[src/rtl/pipeline_hazard_controller_if.sv]
// Hazard-control bundle between the core datapath and the stall/flush sequencer.
// master: datapath side (drives hazard sources); slave: the sequencer.
interface pipeline_hazard_controller_if #(
    parameter int unsigned StallCntW = 32
);
    logic [4:0]           id_rs1;
    logic [4:0]           id_rs2;
    logic                 id_uses_rs1;
    logic                 id_uses_rs2;
    logic                 ex_mem_read;
    logic [4:0]           ex_rd;
    logic                 ex_redirect;
    logic                 imem_valid;
    logic                 md_start;
    logic                 md_done;
    logic                 pc_enable;
    logic                 if_id_enable;
    logic                 if_id_flush;
    logic                 id_ex_enable;
    logic                 id_ex_flush;
    logic                 ex_mem_flush;
    logic                 fetch_timeout;
    logic [StallCntW-1:0] stall_cycles;

    modport master (
        output id_rs1, id_rs2, id_uses_rs1, id_uses_rs2, ex_mem_read, ex_rd,
               ex_redirect, imem_valid, md_start, md_done,
        input  pc_enable, if_id_enable, if_id_flush, id_ex_enable, id_ex_flush,
               ex_mem_flush, fetch_timeout, stall_cycles
    );

    modport slave (
        input  id_rs1, id_rs2, id_uses_rs1, id_uses_rs2, ex_mem_read, ex_rd,
               ex_redirect, imem_valid, md_start, md_done,
        output pc_enable, if_id_enable, if_id_flush, id_ex_enable, id_ex_flush,
               ex_mem_flush, fetch_timeout, stall_cycles
    );
endinterface

[src/rtl/pipeline_hazard_controller.sv]
// Stall/flush sequencer for the 5-stage core: load-use, redirect, imem wait and
// multi-cycle mul/div handling, plus a fetch watchdog and saturating stall counter.
module pipeline_hazard_controller #(
    parameter int unsigned MAX_FETCH_WAIT = 16,
    parameter int unsigned STALL_CNT_W    = 32
) (
    input logic                            clk,
    input logic                            reset,
    pipeline_hazard_controller_if.slave    hz_io
);
    localparam int unsigned WdW = $clog2(MAX_FETCH_WAIT + 1);
    localparam logic [WdW-1:0] WdMax = WdW'(MAX_FETCH_WAIT);

    typedef enum logic [1:0] {StRun, StFetchWait, StMdBusy} state_e;

    state_e                 state_q, state_d;
    logic [WdW-1:0]         wd_q, wd_d;
    logic                   ft_q, ft_d;
    logic [STALL_CNT_W-1:0] stall_q;

    logic load_use;
    logic pc_en, ifid_en, ifid_fl, idex_en, idex_fl, exmem_fl;

    assign load_use = hz_io.ex_mem_read && (hz_io.ex_rd != 5'd0) &&
                      ((hz_io.id_uses_rs1 && (hz_io.id_rs1 == hz_io.ex_rd)) ||
                       (hz_io.id_uses_rs2 && (hz_io.id_rs2 == hz_io.ex_rd)));

    always_comb begin
        pc_en    = 1'b1;
        ifid_en  = 1'b1;
        ifid_fl  = 1'b0;
        idex_en  = 1'b1;
        idex_fl  = 1'b0;
        exmem_fl = 1'b0;
        state_d  = state_q;
        wd_d     = wd_q;

        unique case (state_q)
            StRun, StFetchWait: begin
                if (hz_io.ex_redirect) begin
                    ifid_fl = 1'b1;
                    idex_fl = 1'b1;
                    state_d = StRun;
                    wd_d    = '0;
                end else if (hz_io.md_start) begin
                    wd_d = '0;
                    if (!hz_io.md_done) begin
                        pc_en    = 1'b0;
                        ifid_en  = 1'b0;
                        idex_en  = 1'b0;
                        exmem_fl = 1'b1;
                        state_d  = StMdBusy;
                    end else begin
                        state_d = StRun;
                    end
                end else if (load_use) begin
                    // One bubble only: the load leaves EX on this edge.
                    pc_en   = 1'b0;
                    ifid_en = 1'b0;
                    idex_fl = 1'b1;
                end else if (!hz_io.imem_valid) begin
                    pc_en   = 1'b0;
                    ifid_fl = 1'b1;
                    state_d = StFetchWait;
                    wd_d    = (wd_q == WdMax) ? wd_q : wd_q + 1'b1;
                end else begin
                    state_d = StRun;
                    wd_d    = '0;
                end
            end
            StMdBusy: begin
                wd_d = '0;
                if (hz_io.md_done) begin
                    state_d = StRun;
                end else begin
                    pc_en    = 1'b0;
                    ifid_en  = 1'b0;
                    idex_en  = 1'b0;
                    exmem_fl = 1'b1;
                end
            end
            default: begin
                state_d = StRun;
                wd_d    = '0;
            end
        endcase

        if (reset) begin
            pc_en    = 1'b0;
            ifid_en  = 1'b0;
            idex_en  = 1'b0;
            ifid_fl  = 1'b1;
            idex_fl  = 1'b1;
            exmem_fl = 1'b1;
        end
    end

    assign ft_d = ft_q || (wd_d == WdMax);

    always_ff @(posedge clk) begin
        if (reset) begin
            state_q <= StRun;
            wd_q    <= '0;
            ft_q    <= 1'b0;
            stall_q <= '0;
        end else begin
            state_q <= state_d;
            wd_q    <= wd_d;
            ft_q    <= ft_d;
            if (!pc_en && !(&stall_q)) begin
                stall_q <= stall_q + 1'b1;
            end
        end
    end

    assign hz_io.pc_enable     = pc_en;
    assign hz_io.if_id_enable  = ifid_en;
    assign hz_io.if_id_flush   = ifid_fl;
    assign hz_io.id_ex_enable  = idex_en;
    assign hz_io.id_ex_flush   = idex_fl;
    assign hz_io.ex_mem_flush  = exmem_fl;
    assign hz_io.fetch_timeout = ft_q;
    assign hz_io.stall_cycles  = stall_q;
endmodule

[src/flat_wrapper.sv]
// flat-port wrapper written by rule: the top's interface ports become plain ports
module pipeline_hazard_controller_flat 
#(
    parameter int unsigned MAX_FETCH_WAIT = 16,
    parameter int unsigned STALL_CNT_W    = 32
)
  (clk, reset, hz_io_id_rs1, hz_io_id_rs2, hz_io_id_uses_rs1, hz_io_id_uses_rs2, hz_io_ex_mem_read, hz_io_ex_rd, hz_io_ex_redirect, hz_io_imem_valid, hz_io_md_start, hz_io_md_done, hz_io_pc_enable, hz_io_if_id_enable, hz_io_if_id_flush, hz_io_id_ex_enable, hz_io_id_ex_flush, hz_io_ex_mem_flush, hz_io_fetch_timeout, hz_io_stall_cycles);
  pipeline_hazard_controller_if #(.StallCntW(32)) hz_io_i ();
  input logic clk;
  input logic reset;
  input wire logic [$bits(hz_io_i.id_rs1)-1:0] hz_io_id_rs1;
  input wire logic [$bits(hz_io_i.id_rs2)-1:0] hz_io_id_rs2;
  input wire logic [$bits(hz_io_i.id_uses_rs1)-1:0] hz_io_id_uses_rs1;
  input wire logic [$bits(hz_io_i.id_uses_rs2)-1:0] hz_io_id_uses_rs2;
  input wire logic [$bits(hz_io_i.ex_mem_read)-1:0] hz_io_ex_mem_read;
  input wire logic [$bits(hz_io_i.ex_rd)-1:0] hz_io_ex_rd;
  input wire logic [$bits(hz_io_i.ex_redirect)-1:0] hz_io_ex_redirect;
  input wire logic [$bits(hz_io_i.imem_valid)-1:0] hz_io_imem_valid;
  input wire logic [$bits(hz_io_i.md_start)-1:0] hz_io_md_start;
  input wire logic [$bits(hz_io_i.md_done)-1:0] hz_io_md_done;
  output wire logic [$bits(hz_io_i.pc_enable)-1:0] hz_io_pc_enable;
  output wire logic [$bits(hz_io_i.if_id_enable)-1:0] hz_io_if_id_enable;
  output wire logic [$bits(hz_io_i.if_id_flush)-1:0] hz_io_if_id_flush;
  output wire logic [$bits(hz_io_i.id_ex_enable)-1:0] hz_io_id_ex_enable;
  output wire logic [$bits(hz_io_i.id_ex_flush)-1:0] hz_io_id_ex_flush;
  output wire logic [$bits(hz_io_i.ex_mem_flush)-1:0] hz_io_ex_mem_flush;
  output wire logic [$bits(hz_io_i.fetch_timeout)-1:0] hz_io_fetch_timeout;
  output wire logic [$bits(hz_io_i.stall_cycles)-1:0] hz_io_stall_cycles;
  assign hz_io_i.id_rs1 = hz_io_id_rs1;
  assign hz_io_i.id_rs2 = hz_io_id_rs2;
  assign hz_io_i.id_uses_rs1 = hz_io_id_uses_rs1;
  assign hz_io_i.id_uses_rs2 = hz_io_id_uses_rs2;
  assign hz_io_i.ex_mem_read = hz_io_ex_mem_read;
  assign hz_io_i.ex_rd = hz_io_ex_rd;
  assign hz_io_i.ex_redirect = hz_io_ex_redirect;
  assign hz_io_i.imem_valid = hz_io_imem_valid;
  assign hz_io_i.md_start = hz_io_md_start;
  assign hz_io_i.md_done = hz_io_md_done;
  assign hz_io_pc_enable = hz_io_i.pc_enable;
  assign hz_io_if_id_enable = hz_io_i.if_id_enable;
  assign hz_io_if_id_flush = hz_io_i.if_id_flush;
  assign hz_io_id_ex_enable = hz_io_i.id_ex_enable;
  assign hz_io_id_ex_flush = hz_io_i.id_ex_flush;
  assign hz_io_ex_mem_flush = hz_io_i.ex_mem_flush;
  assign hz_io_fetch_timeout = hz_io_i.fetch_timeout;
  assign hz_io_stall_cycles = hz_io_i.stall_cycles;
  pipeline_hazard_controller #(.MAX_FETCH_WAIT(MAX_FETCH_WAIT), .STALL_CNT_W(STALL_CNT_W)) u_core (.clk(clk), .reset(reset), .hz_io(hz_io_i));
endmodule
[config.mk]
export PLATFORM = sky130hd
export DESIGN_NAME = pipeline_hazard_controller_flat
export DESIGN_NICKNAME = d
export VERILOG_FILES = /design/src/rtl/pipeline_hazard_controller_if.sv /design/src/rtl/pipeline_hazard_controller.sv /design/src/flat_wrapper.sv
export SDC_FILE = /design/constraint.sdc
export NUM_CORES = 1
export LEC_CHECK = 0
export ABC_CLOCK_PERIOD_IN_PS = 3150
export CORE_MARGIN = 2
export CORE_UTILIZATION = 46
export DETAILED_ROUTE_END_ITERATION = 10
export HOLD_SLACK_MARGIN = 0.05
export PLACE_DENSITY_LB_ADDON = 0.1
export SLEW_MARGIN = 10
export SYNTH_ARGS = -nofsm -noshare
export SYNTH_HDL_FRONTEND = slang
export SYNTH_SLANG_ARGS = --single-unit
[constraint.sdc]
create_clock -name clk -period 3.15 [get_ports clk]
set_input_delay 0.4725 -clock clk [delete_from_list [all_inputs] [get_ports clk]]
set_output_delay 0.4725 -clock clk [all_outputs]
set_load 0.01 [all_outputs]
Yosys cells after proc, flatten, opt, wreduce, memory -nomap -nowiden
Cells that the tools add are included.

storage, ports and cells
  register bits after elaboration = 40
  input port bits = 24
  output and inout bits = 39
  word-level logic and storage cells = 73

operators by class
  $add $sub $neg = 2
  equality and inequality tests = 8
  multiplexer cells = 45
  reductions and logical operators = 14

operator list
  cell                                                                   number
  32-bit by 1-bit adder with 32-bit output, second input constant        1
  32-bit AND reduction                                                   1
  5-bit two-way mux                                                      6
  1-bit two-way mux                                                      29
  5-bit equality test                                                    2
  5-bit equality test, second input constant                             2
  2-bit two-way mux                                                      5
  1-bit case mux with 2 select lines                                     4
  5-bit by 1-bit adder with 5-bit output, second input constant          1
  1-bit logical AND                                                      5
  5-bit nonzero test                                                     1
  4-bit inequality test, second input constant                           1
  2-bit case mux with 2 select lines                                     1
  2-bit by 1-bit equality test with 1-bit output, second input constant  1
  2-bit equality test, second input constant                             1
  1-bit zero test                                                        2
  2-bit zero test                                                        1
  1-bit logical OR                                                       2
  2-bit inequality test, second input constant                           1
  2-bit AND reduction                                                    1
  2-bit OR reduction                                                     1

Depth between registers and ports, before layout
Gate-level depths: netlist of the first run.

  word-level depth = 11
  mapped depth = 10
  gate-level depth less buffers = 9

Worst setup path after synthesis of the first run
Ideal clock, no wire load.

  path type = input to output
  start point = input hz_io_ex_rd[0]
  end point = output hz_io_pc_enable
  data arrival time = 2.011 ns
  required time = 2.677 ns
  path slack = 0.666 ns
  stages on the path = 7
  buffers on the path = 3
  cell sequence = or4_1 -> o21a_1 -> a21oi_1 -> o41a_1 -> buf_2 -> buf_4 -> buf_2

on the way
  cells in the longest elaborated chain, start to end = 9
  elaborated cells on any way between the ends = 13
  those cells by class = 2 x eq/ne; 5 x mux; 6 x reduce/logical

RTL lines
  what                                           RTL line                                                            source
  start: declaration                             flat_wrapper.sv:16                                                  input wire logic [$bits(hz_io_i.ex_rd)-1:0] hz_io_ex_rd;
  5-bit equality test, on equally long branches  pipeline_hazard_controller.sv:25, pipeline_hazard_controller.sv:26
  1-bit logical AND, on equally long branches    pipeline_hazard_controller.sv:25, pipeline_hazard_controller.sv:26
  1-bit logical OR                               pipeline_hazard_controller.sv:25                                    ((hz_io.id_uses_rs1 && (hz_io.id_rs1 == hz_io.ex_rd)) ||
  1-bit logical AND (*)                          pipeline_hazard_controller.sv:24                                    assign load_use = hz_io.ex_mem_read && (hz_io.ex_rd != 5'd0) &&
  1-bit two-way mux (*)                          pipeline_hazard_controller.sv:56                                    end else if (load_use) begin
  1-bit two-way mux (*)                          pipeline_hazard_controller.sv:45                                    end else if (hz_io.md_start) begin
  1-bit two-way mux (*)                          pipeline_hazard_controller.sv:40                                    if (hz_io.ex_redirect) begin
  1-bit case mux with 2 select lines (*)         pipeline_hazard_controller.sv:38                                    unique case (state_q)
  1-bit two-way mux (*)                          pipeline_hazard_controller.sv:88                                    if (reset) begin
  end: declaration                               flat_wrapper.sv:21                                                  output wire logic [$bits(hz_io_i.pc_enable)-1:0] hz_io_pc_enable;

Every way passes the cells marked *; elsewhere a longest branch is shown, timed or not.

Final worst setup path of the first run
  start point = input hz_io_ex_rd[0]
  end point = output hz_io_if_id_enable

on the way
  cells in the longest elaborated chain, start to end = 9
  elaborated cells on any way between the ends = 13
  those cells by class = 2 x eq/ne; 5 x mux; 6 x reduce/logical

RTL lines
  what                                           RTL line                                                            source
  5-bit equality test, on equally long branches  pipeline_hazard_controller.sv:25, pipeline_hazard_controller.sv:26
  1-bit logical AND, on equally long branches    pipeline_hazard_controller.sv:25, pipeline_hazard_controller.sv:26
  1-bit logical OR                               pipeline_hazard_controller.sv:25
  1-bit logical AND (*)                          pipeline_hazard_controller.sv:24
  1-bit two-way mux (*)                          pipeline_hazard_controller.sv:56
  1-bit two-way mux (*)                          pipeline_hazard_controller.sv:45
  1-bit two-way mux (*)                          pipeline_hazard_controller.sv:40
  1-bit case mux with 2 select lines (*)         pipeline_hazard_controller.sv:38
  1-bit two-way mux (*)                          pipeline_hazard_controller.sv:88
  end: declaration                               flat_wrapper.sv:22                                                  output wire logic [$bits(hz_io_i.if_id_enable)-1:0] hz_io_if_id_enable;

Marks and branches as above.

==> results of run 1 <==
-- critical path: cells and delay by family --
| kind | cells | cell delay, ns |
|---|---|---|
| buf+inv | 2 | 1.02 |
| simple gates | 2 | 0.69 |
| compound gates | 2 | 0.34 |
-- cells by family (layout without fill, tap and decap cells) --
kind of cell               after synthesis  count (layout)  share of synthesized area, %
DFF                                     40              40                          33.5
xor gates and xnor gates                10              10                          3.67
adders and majority gates                3               3                          1.57
and+or+nand+nor                        142             142                          33.2
buffers and inverters                   27              91                          4.98
AOI/OAI and AO/OA                       75              75                          19.4
muxes                                    8               8                          3.72
-- through the flow --
stage	area, µm²	utilization (%)	instances	worst slack, ns
finish	3210	63.2	439	0.152
global route	3210	63.2	439	0.102
global placement	3090	60.9	431	-0.0423
floorplan	2390	-	305	0.666
detailed placement	3090	60.9	431	-0.0277
CTS	3200	63.1	439	0.0792
-- cells in the final DEF (no fill, tap or decap), types with 9 or more instances in the layout --
cell type                         count
sky130_fd_sc_hd__or4_1               12
sky130_fd_sc_hd__o21ai_0             17
sky130_fd_sc_hd__nand2_1             22
sky130_fd_sc_hd__nand4_1             13
sky130_fd_sc_hd__xnor2_1             10
sky130_fd_sc_hd__clkdlybuf4s50_1     59
sky130_fd_sc_hd__inv_1               12
sky130_fd_sc_hd__nand3_1             14
sky130_fd_sc_hd__nor2_1              25
sky130_fd_sc_hd__buf_4                9
sky130_fd_sc_hd__a21oi_1             29
sky130_fd_sc_hd__dfxtp_1             40
sky130_fd_sc_hd__or3_1               13
sky130_fd_sc_hd__o31ai_1             10
-- power by group --
group,internal (µW),total (µW),switching (µW)
logic,67.3,129,61.9
clock network,234,420,186
registers,510,516,6.07
-- timing repair --
action | 4_1_cts | 5_1_grt
gates resized for setup | 1 | 2
cloned | 0 | 0
pin swaps | 1 | 0
endpoints found under the setup margin | 1 | 2
-- worst min-delay path by stage --
stage	end	cells after the start	start
floorplan	u_core.state_q[0]	2	u_core.state_q[0]
global placement	u_core.hz_io.fetch_timeout	1	u_core.hz_io.fetch_timeout
detailed placement	u_core.hz_io.fetch_timeout	1	u_core.hz_io.fetch_timeout
CTS	u_core.hz_io.fetch_timeout	1	u_core.hz_io.fetch_timeout
global route	u_core.hz_io.fetch_timeout	1	u_core.hz_io.fetch_timeout
finish	u_core.hz_io.fetch_timeout	1	u_core.hz_io.fetch_timeout
-- registers in the layout, indices dropped and copies added (netlist names) --
signal and count:
u_core.hz_io.stall_cycles 32, u_core.wd_q 5, u_core.state_q 2, u_core.hz_io.fetch_timeout 1
-- metal layers --
layer | track usage, % | part of all wire, % | vias to the layer above
met4 | 7.09 | 1.6 | 0
met1 | 24.4 | 45 | 1112
met2 | 33.1 | 47 | 82
li1 | - | - | 1263
met5 | 0 | 0 | -
met3 | 4.98 | 5.9 | 10
-- final cells by class --
class / instances / area (µm²) / area share [%]
inverter: 12 / 45.0 / 1.41
sequential: 40 / 801 / 25.0
multi-input combinational: 238 / 1470 / 45.8
timing repair buffer: 71 / 692 / 21.6
tap: 70 / 87.6 / 2.73
clock buffer: 5 / 68.8 / 2.15
clock inverter: 3 / 42.5 / 1.33
==> impl_results.md, run 1 <==
* Gate count after technology mapping at 305
* Clock tree from TritonCTS: done
* Beginning of the worst register-to-register path: u_core.hz_io.stall_cycles[18]
* Worst Path Arrival at about 2.5 ns
* Fillers at 467
* Netlist Area Pre-Place at approximately 0.0024 mm²
* Number of DRC violations after detailed routing at 0
* Synth-to-Final Area Change at 34.2%
* Timing-limited maximum frequency at ~0.33 GHz
* Placeable core area at 0.00507 mm²
* Number of storage elements in the synthesis netlist at 40
* Initial Util at 47.1%
* Boundary pin count at between 60 and 70
* Flip-flop cell with the highest count after synthesis: sky130_fd_sc_hd__dfxtp_1
* Syn. warnings at 0
* Number of failing setup endpoints in the final timing report at 0
* Clk slew on worst S/H paths at roughly 0.080 ns
* Final Cycle Share at 95.2%
* Number of CTS-inserted buffers at 5
* Cell seen most often among critical-path stages: sky130_fd_sc_hd__clkdlybuf4s50_1
* Yosys cell types at 45
* Transition time at the pin with the least slew margin at roughly 0.53 ns
* Post-layout power at about 1100 µW
* Worst Setup Start Kind: primary input
* Half-perimeter wire length of the detailed placement result at a little over 4000 µm
* Top-count cell post-synth: sky130_fd_sc_hd__dfxtp_1
* Width of the chip at about 76 µm
* Max H-tree Level at 2
* Diodes inserted at 0
* # hold bufs at CTS at 0
* Status: complete, no violations
* Critical Path, Cell by Cell: clkdlybuf4s50_1 > or4_1 > o21a_1 > and2_4 > a21oi_1 > clkdlybuf4s50_1
* Length in cells of the worst reg-to-reg path at 7
* Critical register-to-register path endpoint: u_core.hz_io.stall_cycles[22]
* Final hold slack at 0.474 ns
* Largest stage delay on the critical path at 0.55 ns
* Power density over the cells at 332 mW/mm²
* Routed len/inst at 12.8 µm
* WS Path Type: in2out
* Largest area contributor in the synthesized netlist: sky130_fd_sc_hd__dfxtp_1
* Clock Skews at ~0.0091 ns
* Die Span Y at about 76 µm
* Weighted congestion reported at the end of routability-driven placement at approximately 0.87
* Leakage power summed over all cells at ~0.0010 µW
* Clock Tree Root: sky130_fd_sc_hd__clkbuf_8
* Termination of the worst setup path: hz_io_if_id_enable
* Number of enable flip-flop cells after synthesis at 0
* Maximum net fanout on the critical path at 4
* Nets in the synthesized netlist at 332
* Skew-Pair Late Insertion Delay at roughly 0.30 ns
* Maximum number of pins on one net before global-route repair at 38
* Hold Vio Cnt, Final at 0
* Wirelength, routed at ~5600 µm
* Maximum resistive drop on vdd at 0.000185 V
* Average via count per standard cell at about 5.6
* Antenna-violating nets left at 0
* Top post-synthesis cells by area: sky130_fd_sc_hd__dfxtp_1 (34%), sky130_fd_sc_hd__a21oi_1 (6.1%), sky130_fd_sc_hd__nor2_1 (3.9%)
* Minimum clock period after layout at 3.00 ns
* Ys async rst share at 0%
* Final setup TNS at 0 ns
* Worst path required time at about 2.7 ns
* Initial detailed-routing violation count at ~100
* Slew HR at around 64%
* Vias in the first global route at about 2200
* Commonest cells in the netlist: sky130_fd_sc_hd__dfxtp_1 (40), sky130_fd_sc_hd__a21oi_1 (29), sky130_fd_sc_hd__nor2_1 (25), sky130_fd_sc_hd__nand2_1 (22), sky130_fd_sc_hd__o21ai_0 (17)
* Master of the slowest instance on the critical path: sky130_fd_sc_hd__clkdlybuf4s50_1
* Max-cap viol count at 0
* Number of slew-limit violations in the final report at 0
* Port Buf Inserts at 62
* Share of the yosys chip area belonging to registers at 33.5%
* Row Count at 26
* Wire length of the first global-routing pass at roughly 9500 µm
* Worst hold path type: reg2reg
* Worst reg2reg setup slack at around 0.65 ns
* Setup repair after global routing missed its margin: false
* Num Clock Sinks at 40
* Aggregate global-route resource usage at around a fifth
* Bufs on Longest Clock Path at 2
* Buffers inserted by post-CTS timing repair at 0
* Antenna violations before repair at 0
* Nets@finish at slightly below 400
* CP Capture Type: output pin
* Die Area at a little under 0.006 mm²
* TritonRoute pass-1 iters at 6
* Congestion Overflow GR at 0
* Fraction of final layout cells with drive strength greater than 1 at about 7.9%
* Avg Inst Size Synth at about 8 µm²
* Share of the synthesized area in the top cell type at around 34%
* Worst setup path startpoint: hz_io_ex_rd[0]
* Overall via count from detail_route at 2467
Note: power is estimated with default switching activity, not from simulation.
==> run 2, diff against run 1 <==
Settings changed: TNS_END_PERCENT set to 10.
==> results of run 2 <==
No change in the layout: final DEF, timing and power equal those of run 1.
